`src/rtl/logic_gate_pipe_if.sv`:
```
// Stream bundle for logic_gate_pipe: upstream beat channel (IN_*) and
// downstream result channel (OUT_*). The slave modport is the block's view;
// the master modport is the producer/consumer view that drives it.
interface logic_gate_pipe_if #(
    parameter int WIDTH  = 8,
    parameter int NUM_IN = 2,
    parameter int CNT_W  = 8
);
    logic [NUM_IN*WIDTH-1:0] IN_data;
    logic [2:0]              IN_op;
    logic                    IN_acc;
    logic                    IN_last;
    logic                    IN_valid;
    logic                    IN_ready;
    logic [WIDTH-1:0]        OUT_x;
    logic [CNT_W-1:0]        OUT_count;
    logic                    OUT_allone;
    logic                    OUT_err;
    logic                    OUT_valid;
    logic                    OUT_ready;

    modport master (
        output IN_data, IN_op, IN_acc, IN_last, IN_valid, OUT_ready,
        input  IN_ready, OUT_x, OUT_count, OUT_allone, OUT_err, OUT_valid
    );

    modport slave (
        input  IN_data, IN_op, IN_acc, IN_last, IN_valid, OUT_ready,
        output IN_ready, OUT_x, OUT_count, OUT_allone, OUT_err, OUT_valid
    );
endinterface

```
`src/rtl/logic_gate_pipe.sv`:
```
// Streaming bitwise reducer: folds NUM_IN operands per beat with a selectable
// AND/OR/XOR base op (optionally inverted), optionally accumulating over a
// multi-beat packet, with one registered output stage.
//
// Handshake: a beat moves when IN_valid && IN_ready; a result moves when
// OUT_valid && OUT_ready. IN_ready = !OUT_valid || OUT_ready, so a result can
// be replaced in the same edge it is taken, and OUT_* hold while stalled.
module logic_gate_pipe #(
    parameter int WIDTH  = 8,
    parameter int NUM_IN = 2,
    parameter int CNT_W  = 8
) (
    input  logic                 CLK,
    input  logic                 RST_n,
    logic_gate_pipe_if.slave     bus,
    output logic                 dbg_state
);
    typedef enum logic {IDLE = 1'b0, ACCUM = 1'b1} state_t;

    localparam logic [1:0] BASE_AND = 2'd0;
    localparam logic [1:0] BASE_OR  = 2'd1;
    localparam logic [1:0] BASE_XOR = 2'd2;
    localparam logic [CNT_W-1:0] CNT_ONE = {{(CNT_W-1){1'b0}}, 1'b1};

    function automatic logic [1:0] base_of(input logic [2:0] op);
        case (op)
            3'd1, 3'd4: base_of = BASE_OR;
            3'd2, 3'd5: base_of = BASE_XOR;
            default:    base_of = BASE_AND;  // 0, 3 and reserved 6/7
        endcase
    endfunction

    function automatic logic inverts(input logic [2:0] op);
        inverts = (op == 3'd3) || (op == 3'd4) || (op == 3'd5);
    endfunction

    function automatic logic reserved(input logic [2:0] op);
        reserved = op[2] & op[1];
    endfunction

    function automatic logic [WIDTH-1:0] combine(input logic [WIDTH-1:0] a,
                                                 input logic [WIDTH-1:0] b,
                                                 input logic [1:0]       base);
        case (base)
            BASE_OR:  combine = a | b;
            BASE_XOR: combine = a ^ b;
            default:  combine = a & b;
        endcase
    endfunction

    state_t           state_q, state_d;
    logic [WIDTH-1:0] acc_q, acc_d;
    logic [CNT_W-1:0] cnt_q, cnt_d;
    logic [2:0]       op_q, op_d;
    logic             err_q, err_d;

    logic [WIDTH-1:0] out_x_q;
    logic [CNT_W-1:0] out_count_q;
    logic             out_allone_q, out_err_q, out_valid_q;

    logic             accept, emit;
    logic [2:0]       eff_op;
    logic [1:0]       base;
    logic [WIDTH-1:0] r, folded, result;
    logic [CNT_W-1:0] cnt_inc, out_count_d;
    logic             out_err_d;

    assign bus.IN_ready   = !out_valid_q || bus.OUT_ready;
    assign accept         = bus.IN_valid && bus.IN_ready;
    assign bus.OUT_x      = out_x_q;
    assign bus.OUT_count  = out_count_q;
    assign bus.OUT_allone = out_allone_q;
    assign bus.OUT_err    = out_err_q;
    assign bus.OUT_valid  = out_valid_q;
    assign dbg_state      = state_q;

    // Datapath: beat reduction under the governing op, fold into accumulator, final inversion.
    always_comb begin
        eff_op = (state_q == ACCUM) ? op_q : bus.IN_op;
        base   = base_of(eff_op);
        r      = bus.IN_data[WIDTH-1:0];
        for (int k = 1; k < NUM_IN; k++) begin
            r = combine(r, bus.IN_data[k*WIDTH +: WIDTH], base);
        end
        folded  = (state_q == ACCUM) ? combine(acc_q, r, base) : r;
        result  = inverts(eff_op) ? ~folded : folded;
        cnt_inc = (cnt_q == {CNT_W{1'b1}}) ? cnt_q : cnt_q + 1'b1;
    end

    // Next-state: packet tracking and decision to emit a result this edge.
    always_comb begin
        state_d     = state_q;
        acc_d       = acc_q;
        cnt_d       = cnt_q;
        op_d        = op_q;
        err_d       = err_q;
        emit        = 1'b0;
        out_count_d = CNT_ONE;
        out_err_d   = reserved(bus.IN_op);
        case (state_q)
            IDLE: begin
                if (accept) begin
                    if (bus.IN_acc && !bus.IN_last) begin
                        state_d = ACCUM;
                        op_d    = bus.IN_op;
                        acc_d   = r;
                        cnt_d   = CNT_ONE;
                        err_d   = reserved(bus.IN_op);
                    end else begin
                        emit = 1'b1;
                    end
                end
            end
            ACCUM: begin
                if (accept) begin
                    if (bus.IN_last) begin
                        emit        = 1'b1;
                        state_d     = IDLE;
                        out_count_d = cnt_inc;
                        out_err_d   = err_q;
                    end else begin
                        acc_d = folded;
                        cnt_d = cnt_inc;
                    end
                end
            end
            default: state_d = IDLE;
        endcase
    end

    // Packet state registers; reset drops any partial packet.
    always_ff @(posedge CLK) begin
        if (!RST_n) begin
            state_q <= IDLE;
            acc_q   <= '0;
            cnt_q   <= '0;
            op_q    <= '0;
            err_q   <= 1'b0;
        end else begin
            state_q <= state_d;
            acc_q   <= acc_d;
            cnt_q   <= cnt_d;
            op_q    <= op_d;
            err_q   <= err_d;
        end
    end

    // Output stage: load on emit, drop valid after transfer, otherwise hold.
    always_ff @(posedge CLK) begin
        if (!RST_n) begin
            out_x_q      <= '0;
            out_count_q  <= '0;
            out_allone_q <= 1'b0;
            out_err_q    <= 1'b0;
            out_valid_q  <= 1'b0;
        end else if (emit) begin
            out_x_q      <= result;
            out_count_q  <= out_count_d;
            out_allone_q <= &result;
            out_err_q    <= out_err_d;
            out_valid_q  <= 1'b1;
        end else if (bus.OUT_ready) begin
            out_valid_q  <= 1'b0;
        end
    end
endmodule
```
`src/flat_wrapper.sv`:
```
// flat-port wrapper written by rule: the top's interface ports become plain ports
module logic_gate_pipe_flat 
#(
    parameter int WIDTH  = 8,
    parameter int NUM_IN = 2,
    parameter int CNT_W  = 8
)
  (CLK, RST_n, dbg_state, bus_IN_data, bus_IN_op, bus_IN_acc, bus_IN_last, bus_IN_valid, bus_OUT_ready, bus_IN_ready, bus_OUT_x, bus_OUT_count, bus_OUT_allone, bus_OUT_err, bus_OUT_valid);
  logic_gate_pipe_if #(.WIDTH(WIDTH), .NUM_IN(NUM_IN), .CNT_W(CNT_W)) bus_i ();
  input  logic CLK;
  input  logic RST_n;
  output logic dbg_state;
  input wire logic [$bits(bus_i.IN_data)-1:0] bus_IN_data;
  input wire logic [$bits(bus_i.IN_op)-1:0] bus_IN_op;
  input wire logic [$bits(bus_i.IN_acc)-1:0] bus_IN_acc;
  input wire logic [$bits(bus_i.IN_last)-1:0] bus_IN_last;
  input wire logic [$bits(bus_i.IN_valid)-1:0] bus_IN_valid;
  input wire logic [$bits(bus_i.OUT_ready)-1:0] bus_OUT_ready;
  output wire logic [$bits(bus_i.IN_ready)-1:0] bus_IN_ready;
  output wire logic [$bits(bus_i.OUT_x)-1:0] bus_OUT_x;
  output wire logic [$bits(bus_i.OUT_count)-1:0] bus_OUT_count;
  output wire logic [$bits(bus_i.OUT_allone)-1:0] bus_OUT_allone;
  output wire logic [$bits(bus_i.OUT_err)-1:0] bus_OUT_err;
  output wire logic [$bits(bus_i.OUT_valid)-1:0] bus_OUT_valid;
  assign bus_i.IN_data = bus_IN_data;
  assign bus_i.IN_op = bus_IN_op;
  assign bus_i.IN_acc = bus_IN_acc;
  assign bus_i.IN_last = bus_IN_last;
  assign bus_i.IN_valid = bus_IN_valid;
  assign bus_i.OUT_ready = bus_OUT_ready;
  assign bus_IN_ready = bus_i.IN_ready;
  assign bus_OUT_x = bus_i.OUT_x;
  assign bus_OUT_count = bus_i.OUT_count;
  assign bus_OUT_allone = bus_i.OUT_allone;
  assign bus_OUT_err = bus_i.OUT_err;
  assign bus_OUT_valid = bus_i.OUT_valid;
  logic_gate_pipe #(.WIDTH(WIDTH), .NUM_IN(NUM_IN), .CNT_W(CNT_W)) u_core (.CLK(CLK), .RST_n(RST_n), .bus(bus_i), .dbg_state(dbg_state));
endmodule
```
`config.mk`:
```
export PLATFORM = sky130hd
export DESIGN_NAME = logic_gate_pipe_flat
export DESIGN_NICKNAME = d
export VERILOG_FILES = /design/src/rtl/logic_gate_pipe_if.sv /design/src/rtl/logic_gate_pipe.sv /design/src/flat_wrapper.sv
export SDC_FILE = /design/constraint.sdc
export NUM_CORES = 1
export LEC_CHECK = 0
export CAP_MARGIN = 20
export CORE_UTILIZATION = 55
export CTS_CLUSTER_DIAMETER = 60
export DETAILED_ROUTE_END_ITERATION = 7
export PLACE_DENSITY_LB_ADDON = 0.15
export SLEW_MARGIN = 20
export SYNTH_ARGS = -nofsm -noshare
export SYNTH_HDL_FRONTEND = slang
export SYNTH_SLANG_ARGS = --single-unit
```
`constraint.sdc`:
```
create_clock -name CLK -period 4.2 [get_ports CLK]
set_input_delay 0.63 -clock CLK [delete_from_list [all_inputs] [get_ports CLK]]
set_output_delay 0.63 -clock CLK [all_outputs]
set_load 0.01 [all_outputs]
```
==> flow_metrics.py <==
metrics = {
    "synthesis": {
        "synth.distinct_cells": 50,
        "synthFlopType": "dfxtp_1",
        "avgSynthCellArea_um2": 7.910,
        "netlist_area_mm2": 0.002974,
        "synth_edf_count": 0,
        "syn-num-nets": 436,
        "ys_ff_latch": 40,
        "yosysSeqAreaShare": 0.2692,
        "netlist_instances": 376,
        "ys_warn_count": 0,
        "ys_async_sr_fraction": 0,
    },
    "timing": {
        "layout_min_cycle_time_ns": 3.710,
        "skew_ns": 0.008978,
        "max_slew_margin": 0.3213,
        "period_share": 0.8833,
        "hold_ws_ns": 0.4533,
        "tns_ns": 0,
        "drv_slew": 0,
        "finalWorstSetupSlack_ns": 0.4903,
        "rsz0062_at_grt": "no",
        "hold_viol": 0,
        "finalSetupViolations": 0,
        "clock.fmax_ghz": 0.2696,
        "worst_pin_slew_ns": 1.017,
    },
    "setup_path": {
        "path_class": "in2reg",
        "end_kind": "flip-flop",
        "crit_slowest_cell": "clkdlybuf4s50_1",
        "cpLargestDelayFamily": "compound AO/OA/AOI/OAI gates",
        "cp.required_ns": 4.39,
        "path_buf_inv": 3,
        "path_common_cell": "ha_1",
        "crit_path_max_incr_delay_ns": 0.58,
        "critPathMaxFanout": 11,
        "start_kind": "input port",
        "cp_cell_sequence": "clkdlybuf4s50_1, nor2_1, nand2_1, o21ai_0, o21a_1, ha_1, inv_2, a31o_1, inv_1, ha_1, a221oi_1, o22a_4, and4_1, a22oi_2, o41ai_2",
        "arrival_ns": 3.90,
    },
    "die": {
        "die_h_um": 75.54,
        "die_w_um": 75.54,
        "rows": 26,
        "io_pins": 46,
        "core_area_mm2": 0.005172,
        "dieArea_mm2": 0.005706,
        "initial_core_util": 0.5750,
    },
    "power": {
        "power_density_mw_per_mm2": 301.5,
        "worst_ir_drop_vdd_mv": 0.2249,
        "p_total_mw": 1.080,
        "p_leak_nw": 1.492,
    },
    "clock_network": {
        "clock_latency_ns": 0.29,
        "post_cts_buffers": 0,
        "cts_made_buffers": 5,
        "root_buffer": "clkbuf_8",
        "cts_max_level": 2,
        "cts_tree": "yes",
        "post_cts_resized": 0,
        "cts.reportedPaths.clkPinSlew_ns": 0.08,
        "clockBufferDepth": 2,
        "hold_buffers": 0,
        "clkSinkCount": 40,
    },
    "grt": {
        "grt-ovfl-total": 0,
        "grt_antenna_before_repair": 0,
        "grt_max_degree": 33,
        "grt_first_pass_wirelength_um": 9894,
        "grt_pass1_vias": 2273,
        "grt.total_usage": 0.2223,
    },
    "layout": {
        "ff_latch_area_um2": 800.8,
        "nets": 477,
        "synthToLayoutAreaGrowth_pct": 20.40,
        "drive_gt1_frac": 0.09569,
        "diodes": 0,
        "instances_no_fill": 488,
        "fillerInstances": 463,
        "layout_common_cells": "nand2_1, inv_1, clkdlybuf4s50_1",
        "multiInputGateArea_mm2": 0.001891,
        "layout_commonest_cell": "nand2_1",
    },
    "route": {
        "detail-route-antenna-nets": 0,
        "wl_met2_um": 2883,
        "num_vias": 2586,
        "drt_iter0_drc": 103,
        "wl_per_cell_um": 12.19,
        "drtPass1Iterations": 6,
        "via_per_inst": 5.299,
        "wirelength_um": 5948,
        "drc_errors": 0,
        "top_layer_used": "met4",
        "wl_met1_um": 2830,
        "dr_wl_met3_um": 182,
    },
    "placed_design": {
        "portBuffers": 45,
        "gp_congestion": 0.7964,
        "post-place-ws_ns": 0.1833,
        "hpwl_um": 4463,
        "dp.cells": 480,
    },
    "min_path": {
        "hold_class": "reg2reg",
    },
    "flow_run": {
        "maxCapViolations": 0,
    },
    "status": {
        "status": "finished, final reports clean",
    },
}
## per-stage QoR
stage,utilization,area (um^2)
5_1_grt,0.6923,3581
3_5_place_dp,0.6701,3466
4_1_cts,0.6923,3581
2_1_floorplan,-,2974
3_3_place_gp,0.6701,3466
6_report,0.6923,3581
## final timing paths
check	to	depth (start not counted)	from	slack, ns
max	u_core.bus.OUT_allone	15	bus_IN_op[2]	0.49
min	u_core.bus.OUT_x[0]	2	u_core.bus.OUT_x[0]	0.45
max reg2reg	u_core.bus.OUT_allone	14	u_core.op_q[2]	1.01
min reg2reg	u_core.bus.OUT_x[0]	2	u_core.bus.OUT_x[0]	0.45
## layout make-up
cell class	count	area share
multi-input combinational	269	0.5280
sequential	40	0.2236
inverter	49	0.05136
clock buffer	5	0.01922
clock inverter	3	0.01293
tap	70	0.02446
timing repair buffer	52	0.1405
## power breakdown
part	switching, mW	internal, mW
combinational	0.186	0.170
clock	0.137	0.179
sequential	0.0114	0.397
total	0.334	0.746
## cell usage after synthesis, drive strengths merged (3+ instances only)
| cell | count | area (um^2) |
|---|---|---|
| nand2b | 6 | 37.54 |
| a31o | 7 | 61.31 |
| mux2i | 6 | 72.57 |
| nand3 | 8 | 40.04 |
| mux2 | 3 | 33.78 |
| nor2 | 33 | 123.9 |
| a221oi | 7 | 61.31 |
| a22oi | 3 | 32.53 |
| clkbuf | 7 | 26.28 |
| nand2 | 50 | 187.7 |
| a211oi | 10 | 75.07 |
| a21oi | 16 | 80.08 |
| o22a | 4 | 47.55 |
| inv | 48 | 180.2 |
| nor2b | 7 | 43.79 |
| ha | 35 | 437.9 |
| and2 | 11 | 68.82 |
| xnor2 | 11 | 96.34 |
| dfxtp | 40 | 800.8 |
| nand4 | 3 | 18.77 |
| buf | 11 | 72.56 |
| o22ai | 3 | 37.54 |
| o21ai | 20 | 100.1 |
## per-layer routing
| layer | GRT usage | up-vias |
|---|---|---|
| met3 | 0.04101 | 7 |
| met5 | 0 | - |
| li1 | - | 1345 |
| met4 | 0.05144 | 0 |
| met2 | 0.4008 | 48 |
| met1 | 0.2744 | 1186 |
## kinds of logic (layout without fill, tap and decap cells)
group                      after synthesis  in the layout  synth area share
AOI/OAI and AO/OA                       81             81            0.2003
xor gates and xnor gates                12             12           0.03534
adders and majority gates               35             35            0.1472
buffers and inverters                   67            109           0.09507
DFF                                     40             40            0.2692
muxes                                   10             10           0.04333
and+or+nand+nor                        131            131            0.2095
## worst reg2reg max path, stage by stage, from the launching register on
cell and delay (ns):
dfxtp_1 0.42, xnor2_1 0.10, nor2_1 0.09, nand2_1 0.06
o31a_1 0.12, ha_1 0.43, inv_2 0.21, a31o_1 0.23
inv_1 0.06, ha_1 0.28, a221oi_1 0.34, o22a_4 0.23
and4_1 0.19, a22oi_2 0.08, o41ai_2 0.27
## sequential cells by signal, summed over array words and instances, names as in the netlist
signal                 cells
u_core.err_q               1
u_core.bus.OUT_x           8
u_core.cnt_q               8
u_core.op_q                3
u_core.bus.OUT_count       8
u_core.dbg_state           1
u_core.acc_q               8
u_core.bus.OUT_allone      1
u_core.bus.OUT_valid       1
u_core.bus.OUT_err         1
No activity file was read; power rests on OpenSTA's default activity.
